[src/rtl/rv_decode_pkg.sv]
// Shared RV32I decode definitions: base opcodes, format classes and the
// control half of the decoded bundle carried from ID to EX.
package rv_decode_pkg;

   localparam logic [6:0] OP_OP     = 7'h33;
   localparam logic [6:0] OP_IMM    = 7'h13;
   localparam logic [6:0] OP_LOAD   = 7'h03;
   localparam logic [6:0] OP_JALR   = 7'h67;
   localparam logic [6:0] OP_STORE  = 7'h23;
   localparam logic [6:0] OP_BRANCH = 7'h63;
   localparam logic [6:0] OP_LUI    = 7'h37;
   localparam logic [6:0] OP_AUIPC  = 7'h17;
   localparam logic [6:0] OP_JAL    = 7'h6F;
   localparam logic [6:0] OP_SYSTEM = 7'h73;
   localparam logic [6:0] OP_FENCE  = 7'h0F;

   typedef enum logic [2:0] {
      FMT_R    = 3'd0,
      FMT_I    = 3'd1,
      FMT_S    = 3'd2,
      FMT_B    = 3'd3,
      FMT_U    = 3'd4,
      FMT_J    = 3'd5,
      FMT_SYS  = 3'd6,
      FMT_NONE = 3'd7
   } fmt_e;

   // Width-independent part of the bundle; register addresses, immediate and
   // PC depend on module parameters and travel beside this struct.
   typedef struct packed {
      fmt_e       fmt;
      logic [6:0] opcode;
      logic [2:0] funct3;
      logic [6:0] funct7;
      logic       use_rs1;
      logic       use_rs2;
      logic       wr_rd;
      logic       illegal;
   } dec_ctrl_t;

   localparam int CTRL_W = $bits(dec_ctrl_t);

   function automatic logic reg_in_range(input logic [4:0] field, input int ra_w);
      return (int'(field) < (1 << ra_w));
   endfunction

endpackage

[src/rtl/rv_field_decode.sv]
// Combinational RV32I field extraction: format class, register addresses,
// funct fields, sign-extended immediate, register-use bits and illegal flag.
module rv_field_decode
   import rv_decode_pkg::*;
#(
   parameter int XLEN = 32,
   parameter int RA_W = 5
) (
   input  logic [31:0]     instr_i,
   output dec_ctrl_t       ctrl_o,
   output logic [RA_W-1:0] rd_o,
   output logic [RA_W-1:0] rs1_o,
   output logic [RA_W-1:0] rs2_o,
   output logic [XLEN-1:0] imm_o
);

   logic [6:0] opc;
   logic [4:0] rd_f;
   logic [4:0] rs1_f;
   logic [4:0] rs2_f;
   logic [2:0] f3;
   logic [6:0] f7;

   assign opc   = instr_i[6:0];
   assign rd_f  = instr_i[11:7];
   assign f3    = instr_i[14:12];
   assign rs1_f = instr_i[19:15];
   assign rs2_f = instr_i[24:20];
   assign f7    = instr_i[31:25];

   logic [XLEN-1:0] imm_i;
   logic [XLEN-1:0] imm_s;
   logic [XLEN-1:0] imm_b;
   logic [XLEN-1:0] imm_u;
   logic [XLEN-1:0] imm_j;

   assign imm_i = {{(XLEN-12){instr_i[31]}}, instr_i[31:20]};
   assign imm_s = {{(XLEN-12){instr_i[31]}}, instr_i[31:25], instr_i[11:7]};
   assign imm_b = {{(XLEN-13){instr_i[31]}}, instr_i[31], instr_i[7],
                   instr_i[30:25], instr_i[11:8], 1'b0};
   assign imm_u = {{(XLEN-31){instr_i[31]}}, instr_i[30:12], 12'b0};
   assign imm_j = {{(XLEN-21){instr_i[31]}}, instr_i[31], instr_i[19:12],
                   instr_i[20], instr_i[30:21], 1'b0};

   fmt_e fmt;
   logic known;
   logic rd_carry;
   logic rs1_carry;
   logic rs1_read;
   logic rs2_carry;
   logic f3_carry;
   logic f7_carry;
   logic range_bad;
   logic illegal;

   // "carry" means the field is forwarded; "read" means the hazard unit must
   // see it (CSR immediate forms carry rs1 as a uimm without reading it).
   always_comb begin
      fmt       = FMT_NONE;
      known     = 1'b1;
      rd_carry  = 1'b0;
      rs1_carry = 1'b0;
      rs1_read  = 1'b0;
      rs2_carry = 1'b0;
      f3_carry  = 1'b0;
      f7_carry  = 1'b0;
      case (opc)
         OP_OP: begin
            fmt       = FMT_R;
            rd_carry  = 1'b1;
            rs1_carry = 1'b1;
            rs1_read  = 1'b1;
            rs2_carry = 1'b1;
            f3_carry  = 1'b1;
            f7_carry  = 1'b1;
         end
         OP_IMM, OP_LOAD, OP_JALR: begin
            fmt       = FMT_I;
            rd_carry  = 1'b1;
            rs1_carry = 1'b1;
            rs1_read  = 1'b1;
            f3_carry  = 1'b1;
         end
         OP_STORE, OP_BRANCH: begin
            fmt       = (opc == OP_STORE) ? FMT_S : FMT_B;
            rs1_carry = 1'b1;
            rs1_read  = 1'b1;
            rs2_carry = 1'b1;
            f3_carry  = 1'b1;
         end
         OP_LUI, OP_AUIPC: begin
            fmt      = FMT_U;
            rd_carry = 1'b1;
         end
         OP_JAL: begin
            fmt      = FMT_J;
            rd_carry = 1'b1;
         end
         OP_SYSTEM: begin
            fmt       = FMT_SYS;
            rd_carry  = (f3 != 3'd0);
            rs1_carry = 1'b1;
            rs1_read  = (f3[1:0] != 2'd0) && !f3[2];
            f3_carry  = 1'b1;
         end
         OP_FENCE: begin
            fmt      = FMT_I;
            f3_carry = 1'b1;
         end
         default: known = 1'b0;
      endcase
   end

   assign range_bad = (rd_carry  && !reg_in_range(rd_f,  RA_W)) ||
                      (rs1_carry && !reg_in_range(rs1_f, RA_W)) ||
                      (rs2_carry && !reg_in_range(rs2_f, RA_W));
   assign illegal   = !known || range_bad;

   always_comb begin
      ctrl_o        = '0;
      ctrl_o.fmt    = FMT_NONE;
      ctrl_o.opcode = opc;
      rd_o          = '0;
      rs1_o         = '0;
      rs2_o         = '0;
      imm_o         = '0;
      if (illegal) begin
         ctrl_o.illegal = 1'b1;
      end else begin
         ctrl_o.fmt     = fmt;
         ctrl_o.funct3  = f3_carry ? f3 : 3'd0;
         ctrl_o.funct7  = f7_carry ? f7 : 7'd0;
         ctrl_o.use_rs1 = rs1_read  && (rs1_f != 5'd0);
         ctrl_o.use_rs2 = rs2_carry && (rs2_f != 5'd0);
         ctrl_o.wr_rd   = rd_carry  && (rd_f  != 5'd0);
         if (rd_carry)  rd_o  = rd_f[RA_W-1:0];
         if (rs1_carry) rs1_o = rs1_f[RA_W-1:0];
         if (rs2_carry) rs2_o = rs2_f[RA_W-1:0];
         case (fmt)
            FMT_I, FMT_SYS: imm_o = imm_i;
            FMT_S:          imm_o = imm_s;
            FMT_B:          imm_o = imm_b;
            FMT_U:          imm_o = imm_u;
            FMT_J:          imm_o = imm_j;
            default:        imm_o = '0;
         endcase
      end
   end

endmodule

[src/rtl/id_decode_stage.sv]
// RV32I ID stage: decodes the incoming instruction into a registered ID/EX
// bundle, backed by one skid entry so in_ready never depends on out_ready.
module id_decode_stage
   import rv_decode_pkg::*;
#(
   parameter int XLEN = 32,
   parameter int RA_W = 5,
   parameter int PC_W = 32
) (
   input  logic            clk,
   input  logic            reset,
   input  logic            flush,
   input  logic            in_valid,
   output logic            in_ready,
   input  logic [31:0]     in_instr,
   input  logic [PC_W-1:0] in_pc,
   output logic            out_valid,
   input  logic            out_ready,
   output logic [PC_W-1:0] out_pc,
   output logic [2:0]      out_fmt,
   output logic [6:0]      out_opcode,
   output logic [RA_W-1:0] out_rd,
   output logic [RA_W-1:0] out_rs1,
   output logic [RA_W-1:0] out_rs2,
   output logic [2:0]      out_funct3,
   output logic [6:0]      out_funct7,
   output logic [XLEN-1:0] out_imm,
   output logic            out_use_rs1,
   output logic            out_use_rs2,
   output logic            out_wr_rd,
   output logic            out_illegal
);

   // Handshake: a beat moves on a side when valid and ready are both high at
   // the rising edge; valid holds and data stays stable until it does.
   localparam int BW = PC_W + CTRL_W + 3 * RA_W + XLEN;

   dec_ctrl_t       dec_ctrl;
   logic [RA_W-1:0] dec_rd;
   logic [RA_W-1:0] dec_rs1;
   logic [RA_W-1:0] dec_rs2;
   logic [XLEN-1:0] dec_imm;
   logic [BW-1:0]   in_bundle;

   rv_field_decode #(
      .XLEN (XLEN),
      .RA_W (RA_W)
   ) u_field_decode (
      .instr_i (in_instr),
      .ctrl_o  (dec_ctrl),
      .rd_o    (dec_rd),
      .rs1_o   (dec_rs1),
      .rs2_o   (dec_rs2),
      .imm_o   (dec_imm)
   );

   assign in_bundle = {in_pc, dec_ctrl, dec_rd, dec_rs1, dec_rs2, dec_imm};

   logic [BW-1:0] out_q;
   logic [BW-1:0] out_d;
   logic [BW-1:0] skid_q;
   logic [BW-1:0] skid_d;
   logic          out_v_q;
   logic          out_v_d;
   logic          skid_v_q;
   logic          skid_v_d;
   logic          accept;
   logic          out_free;

   assign in_ready = !skid_v_q;
   assign accept   = in_valid && in_ready && !flush;
   assign out_free = !out_v_q || out_ready;

   // The skid entry always drains before a new beat so order is preserved.
   always_comb begin
      out_d    = out_q;
      skid_d   = skid_q;
      out_v_d  = out_v_q;
      skid_v_d = skid_v_q;
      if (flush) begin
         out_v_d  = 1'b0;
         skid_v_d = 1'b0;
      end else if (out_free) begin
         if (skid_v_q) begin
            out_d    = skid_q;
            out_v_d  = 1'b1;
            skid_v_d = 1'b0;
         end else if (accept) begin
            out_d   = in_bundle;
            out_v_d = 1'b1;
         end else begin
            out_v_d = 1'b0;
         end
      end else if (accept) begin
         skid_d   = in_bundle;
         skid_v_d = 1'b1;
      end
   end

   always_ff @(posedge clk) begin
      if (reset) begin
         out_q    <= '0;
         skid_q   <= '0;
         out_v_q  <= 1'b0;
         skid_v_q <= 1'b0;
      end else begin
         out_q    <= out_d;
         skid_q   <= skid_d;
         out_v_q  <= out_v_d;
         skid_v_q <= skid_v_d;
      end
   end

   dec_ctrl_t out_ctrl;

   assign {out_pc, out_ctrl, out_rd, out_rs1, out_rs2, out_imm} = out_q;

   assign out_valid   = out_v_q;
   assign out_fmt     = out_ctrl.fmt;
   assign out_opcode  = out_ctrl.opcode;
   assign out_funct3  = out_ctrl.funct3;
   assign out_funct7  = out_ctrl.funct7;
   assign out_use_rs1 = out_ctrl.use_rs1;
   assign out_use_rs2 = out_ctrl.use_rs2;
   assign out_wr_rd   = out_ctrl.wr_rd;
   assign out_illegal = out_ctrl.illegal;

endmodule

[config.mk]
export PLATFORM = sky130hd
export DESIGN_NAME = id_decode_stage
export DESIGN_NICKNAME = d
export VERILOG_FILES = /design/src/rtl/rv_decode_pkg.sv /design/src/rtl/rv_field_decode.sv /design/src/rtl/id_decode_stage.sv
export SDC_FILE = /design/constraint.sdc
export NUM_CORES = 1
export LEC_CHECK = 0
export CAP_MARGIN = 20
export CELL_PAD_IN_SITES_DETAIL_PLACEMENT = 1
export CELL_PAD_IN_SITES_GLOBAL_PLACEMENT = 1
export CORE_ASPECT_RATIO = 0.9
export CORE_MARGIN = 2
export CORE_UTILIZATION = 43
export CTS_BUF_LIST = sky130_fd_sc_hd__clkbuf_4 sky130_fd_sc_hd__clkbuf_8
export DETAILED_ROUTE_END_ITERATION = 12
export GPL_ROUTABILITY_DRIVEN = 0
export PLACE_DENSITY_LB_ADDON = 0.1
export SYNTH_ARGS = -nofsm -noshare
export SYNTH_HDL_FRONTEND = slang
export SYNTH_HIERARCHICAL = 1
export SYNTH_SLANG_ARGS = --single-unit
[constraint.sdc]
create_clock -name clk -period 2.5 [get_ports clk]
set_clock_uncertainty 0.2 [all_clocks]
set_input_delay 0.625 -clock clk [delete_from_list [all_inputs] [get_ports clk]]
set_output_delay 0.625 -clock clk [all_outputs]
set_load 0.005 [all_outputs]
# Word level (Yosys, flattened, before mapping)
# Cells that the tools add are included.
dict set report totals {
  out_inout_bits 105
  word_cells 80
  in_bits 69
  register_bits 208
}
dict set report classes {
  n_mux 26
  n_eq_ne 17
  n_bitwise 2
  reduce_logical 31
}
# operator count
set op_table {}
lappend op_table {{103-bit 2-to-1 mux} 2}
lappend op_table {{32-bit one-hot mux with 5 select lines} 1}
lappend op_table {{32-bit 2-to-1 mux} 1}
lappend op_table {{5-bit 2-to-1 mux} 6}
lappend op_table {{7-bit == test (second input constant)} 4}
lappend op_table {{7-bit by 6-bit == test with 1-bit output (second input constant)} 3}
lappend op_table {{3-bit one-hot mux with 6 select lines} 1}
lappend op_table {{5-bit nonzero test} 3}
lappend op_table {{7-bit by 5-bit == test with 1-bit output (second input constant)} 2}
lappend op_table {{7-bit OR reduction} 2}
lappend op_table {{13-bit 2-to-1 mux} 1}
lappend op_table {{11-bit OR reduction} 1}
lappend op_table {{3-bit == test (second input constant)} 3}
lappend op_table {{1-bit 2-to-1 mux} 9}
lappend op_table {{2-bit OR reduction} 4}
lappend op_table {{8-bit OR reduction} 1}
lappend op_table {{7-bit by 2-bit == test with 1-bit output (second input constant)} 1}
lappend op_table {{7-bit by 4-bit == test with 1-bit output (second input constant)} 1}
lappend op_table {{7-bit 2-to-1 mux} 1}
lappend op_table {{3-bit by 2-bit == test with 1-bit output (second input constant)} 2}
lappend op_table {{1-bit logical AND} 6}
lappend op_table {{3-bit 2-to-1 mux} 2}
lappend op_table {{3-bit AND reduction} 2}
lappend op_table {{3-bit OR reduction} 2}
lappend op_table {{other kinds (9)} 15}

# Longest topological paths before layout
dict set report logic_depth {
  ltp_word 9
  mapped_depth 8
  ltp_nobuf 6
}

# By module
# The synthesis kept the hierarchy.
# mod area_per_inst_um2 seq_area_each_um2 instances cells_each
set modules_own_cells {}
lappend modules_own_cells {id_decode_stage 9693.0 4164.0 1 927}
lappend modules_own_cells {rv_field_decode 1107.3 0.0 1 191}

# Worst setup path before layout
# No wires, ideal clock.
dict set report synth_path {
  path_type {input-to-reg}
  startpoint {in in_instr[14]}
  endpoint {reg out_q[42]}
  path_buffers 0
  arrival_time_ps 2025
  path_slack_ps 129
  setup_ps 146
  required_time_ps 2154
  path_stages 6
  cell_sequence {or4b_1 -> a311o_1 -> a21oi_2 -> nor2b_1 -> mux2i_1 -> a211oi_2}
}
dict set report synth_via {
  elab_chain_len 6
}
# element line_no
set synth_lines {}
lappend synth_lines {{start, declared} id_decode_stage.sv:15} ;# input logic [31:0] in_instr,
lappend synth_lines {{3-bit nonzero test} rv_field_decode.sv:101} ;# rd_carry = (f3 != 3'd0);
lappend synth_lines {{1-bit one-hot mux with 2 select lines} rv_field_decode.sv:67} ;# case (opc)
lappend synth_lines {{5-bit 2-to-1 mux} rv_field_decode.sv:136} ;# if (rd_carry) rd_o = rd_f[RA_W-1:0];
lappend synth_lines {{5-bit 2-to-1 mux} rv_field_decode.sv:127} ;# if (illegal) begin
lappend synth_lines {{via dec_rd[0]} id_decode_stage.sv:39} ;# logic [RA_W-1:0] dec_rd;
lappend synth_lines {{103-bit 2-to-1 mux} id_decode_stage.sv:88} ;# end else if (accept) begin
lappend synth_lines {{103-bit 2-to-1 mux} id_decode_stage.sv:84} ;# if (skid_v_q) begin
lappend synth_lines {{end signal, assigned} id_decode_stage.sv:107} ;# out_q <= out_d;
lappend synth_lines {{end, declared} id_decode_stage.sv:59} ;# logic [BW-1:0] out_q;
# The timed path passes the listed nets, and every way through them passes these cells. The select of a mux whose other input is x is not followed.
# A chain may end at the register's enable or synchronous reset.

# Worst setup path after layout
dict set report layout_path {
  startpoint {in in_instr[4]}
  endpoint {reg out_q[11]}
}
dict set report layout_via {
  elab_chain_len 9
  elab_cells_between_ends 29
  cone_classes {eq/ne (17); mux (7); reduce/logical (5)}
}
# element line_no
set layout_lines {}
lappend layout_lines {{7-bit by 5-bit == test with 1-bit output, or another cell as far along} rv_field_decode.sv:67}
lappend layout_lines {{4-bit OR reduction (no source line), or another cell as far along} -}
lappend layout_lines {{3-bit one-hot mux with 6 select lines} rv_field_decode.sv:67}
lappend layout_lines {{3-bit by 1-bit == test with 1-bit output or 3-bit == test (tied branches)} rv_field_decode.sv:139} ;# case (fmt)
lappend layout_lines {{2-bit OR reduction} rv_field_decode.sv:139}
lappend layout_lines {{32-bit one-hot mux with 5 select lines} rv_field_decode.sv:139}
lappend layout_lines {{32-bit 2-to-1 mux *} rv_field_decode.sv:127}
lappend layout_lines {{via dec_imm[11]} id_decode_stage.sv:42} ;# logic [XLEN-1:0] dec_imm;
lappend layout_lines {{103-bit 2-to-1 mux *} id_decode_stage.sv:88}
lappend layout_lines {{103-bit 2-to-1 mux *} id_decode_stage.sv:84}
# The timed path passes the listed nets; every way through them passes the cells marked *. The select of a mux whose other input is x is not followed.

==> results_dict.tcl <==
set metrics [dict create \
    synth_common_cells "nand2b_1 (210), dfxtp_1 (208), mux2i_1 (206)" \
    diodes 0 \
    reg2reg_from "skid_v_q$_SDFFE_PP0P_" \
    whs_ns 0.2724 \
    tightest_slew_ns 0.5551 \
    cts_buffers 38 \
    synth_cells 1118 \
    syn_area_um2 10800 \
    synth_cell_types 57 \
    utilization_pct 56.95 \
    wl_mm 31.81 \
    cts_sinks 208 \
    vias_per_cell 5.272 \
    min_period_over_period_pct 96.16 \
    internal_power_mw 5.870 \
    place_area_um2 13400 \
    crit_type "in -> reg" \
    netSwitchingPower_mw 1.982 \
    syn-num-nets 1187 \
    max_cap_viol_count 0 \
    status "finished, final reports clean" \
    final_layout_size_suffix_gt1_share_pct 18.85 \
    syn2layout_area_growth_pct 31.35 \
    crit_fanout 8 \
    synth_edf_count 0 \
    cp-end-kind "register" \
    die_x_um 171.1 \
    p_comb_share_pct 14.6 \
    grt_max_degree 79 \
    grt_antenna_before_repair 0 \
    p_clk_share_pct 40.8 \
    start_util_pct 43.36 \
    h-tree-depth 2 \
    cts_tree "yes" \
    die_h_um 154.4 \
    r2r_cells 3 \
    rsz0062_at_grt "yes" \
    power-per-cell-area_nw_per_um2 553.6 \
    port_buffers 173 \
    reg2reg_slack_ns 0.66 \
    cts.path.max_buffers 3 \
    drt_iter0_drc 406 \
    finalCriticalPeriod_ns 2.404 \
    ant_nets 0 \
    max_freq_mhz 416.0 \
    clk_latency_ns 0.52 \
    nets 1390 \
    leakagePower_nw 4.684 \
    grt_pass1_wl_mm 51.37 \
    io_pins 174 \
    tns_ns 0 \
    grt_pass1_vias 9466 \
    drc 0 \
    synth-seq-cells 208 \
    vias 8878 \
    hold_class "reg -> reg" \
    core_um2 24910 \
    setup_viol 0 \
    rows 55 \
    hold_path_depth 2 \
    wire_per_inst_um 18.89 \
    async_flop_share_pct 0 \
    cts_hold_buf 0 \
    die_area_um2 26400 \
    switching_share_pct 25.24 \
    ys_seq_area_share_pct 38.55 \
    synth_top_cell_by_area "dfxtp_1" \
    holdCritStartpoint "skid_q[78]$_SDFFE_PP0P_" \
    synth_top_area_share_pct 38.55 \
    totalPowerFinal_mw 7.853 \
    grt_usage_pct 24.25 \
    overflow 0 \
    hold-path-endpoint "skid_q[78]$_SDFFE_PP0P_" \
    yosys.cell_count.top_type "nand2b_1" \
    timing.rr.end "out_q[26]$_SDFFE_PP0P_" \
    dp_hpwl_mm 22.19 \
    slew-limit-headroom_pct 62.99 \
    path_clk_slew_ns 0.06 \
    synthFlopType "dfxtp_1" \
    hold_viol 0 \
    peakVddDrop_v 0.0002809 \
    crit_required_ns 2.73 \
    drv_slew 0 \
    worstSetupStartpointType "input pin" \
    drt_pre_antenna_iters 4 \
    root_buffer "clkbuf_8" \
    synth.area.top_cells "dfxtp_1 (39%), mux2i_1 (19%), nand2b_1 (12%)" \
    seqPwrFrac_pct 44.6 \
    cp_data_arrival_time_ns 2.63 \
    ys.warnings.count 6 \
    fin_area_um2 14190 \
    syn_avg_cell_area_um2 9.660 \
]
-- metrics by stage --
stage / std cells / setup slack (ns)
after global routing: 1684 / -0.005449
after floorplan: 1118 / 0.1293
after CTS: 1683 / 0.01746
after global placement: 1622 / -0.6650
final: 1684 / 0.09611
after detailed placement: 1622 / -0.7059
-- worst max-delay path, stage by stage --
cell and delay, ns:
clkdlybuf4s50_1 0.43, buf_4 0.18, nand3b_1 0.29, nor2_1 0.28
a311oi_1 0.09, o32ai_2 0.35, mux2i_1 0.15, a211oi_1 0.23
-- sequential cells by signal, summed over array words and instances, names as in the netlist --
name and count:
out_q 103, skid_q 103, out_valid 1, skid_v_q 1
-- cell usage in the layout, fill, tap and decap left out, types with 2 or more instances in the layout --
master / Yosys / final
a211oi_1: 36 / 36
a211oi_2: 70 / 70
a21o_1: 3 / 3
a21oi_1: 128 / 124
a21oi_2: 1 / 5
a22o_1: 4 / 4
and2_1: 13 / 12
and3_1: 8 / 8
and4_1: 2 / 2
buf_12: 0 / 18
buf_4: 17 / 85
clkbuf_4: 0 / 17
clkbuf_8: 0 / 45
clkdlybuf4s50_1: 0 / 166
dfxtp_1: 208 / 207
dlygate4sd2_1: 0 / 3
dlymetal6s2s_1: 0 / 3
inv_1: 3 / 3
mux2i_1: 206 / 206
nand2_1: 37 / 37
nand2b_1: 210 / 209
nor2_1: 9 / 9
nor2b_1: 9 / 9
nor3_1: 3 / 3
nor4_1: 2 / 2
o21a_1: 2 / 2
o21ai_0: 14 / 13
o2bb2ai_1: 2 / 2
o31ai_1: 3 / 3
or4_1: 2 / 2
-- cell type report --
type / instances / area, um2
Inverter: 4 / 15.01
Tap cell: 342 / 427.9
Sequential cell: 208 / 4168
Multi-Input combinational cell: 792 / 6093
Timing Repair Buffer: 277 / 2749
Fill cell: 2780 / 10730
Clock buffer: 61 / 733.2
-- repair_timing --
| action | CTS | global route |
|---|---|---|
| resized for setup | 7 | 9 |
| endpoints found under the setup margin | 18 | 31 |
| pin swaps | 0 | 1 |
| setup buffers | 0 | 1 |
-- cells by family (layout without fill, tap and decap cells) --
logic type | Yosys count | in the layout | synth area share, %
buf+inv | 118 | 342 | 5.549
mux | 206 | 206 | 19.09
fa+ha+maj | 1 | 1 | 0.09268
compound gates | 276 | 276 | 19.46
xor+xnor | 1 | 1 | 0.08111
flops | 208 | 208 | 38.55
simple gates | 308 | 308 | 17.17
-- routing by layer --
layer	GRT usage, %	share of wire (%)	vias to the layer above
met2	39.75	46	173
li1	-	-	4359
met5	0	0	-
met1	33.33	47	4298
met3	4.145	4.3	48
met4	5.650	2.0	0
-- power by group through the flow --
stage	clock, mW	sequential, mW	combinational, mW
final	3.20	3.51	1.15
after global routing	3.45	3.52	1.24
after CTS	3.30	3.51	1.15
after detailed placement	0	3.57	1.14
after global placement	0	3.57	1.12
after floorplan	0	3.57	0.556
-- how the worst max path moves through the flow --
| stage | from | endpoint |
|---|---|---|
| 2_1_floorplan | in_instr[14] | out_q[42]$_SDFFE_PP0P_ |
| 3_3_place_gp | in_instr[2] | out_q[18]$_SDFFE_PP0P_ |
| 6_report | in_instr[4] | out_q[11]$_SDFFE_PP0P_ |
| 4_1_cts | in_instr[3] | out_q[7]$_SDFFE_PP0P_ |
| 3_5_place_dp | in_instr[2] | out_q[16]$_SDFFE_PP0P_ |
| 5_1_grt | in_instr[4] | out_q[11]$_SDFFE_PP0P_ |
No activity file was read; power rests on OpenSTA's default activity.
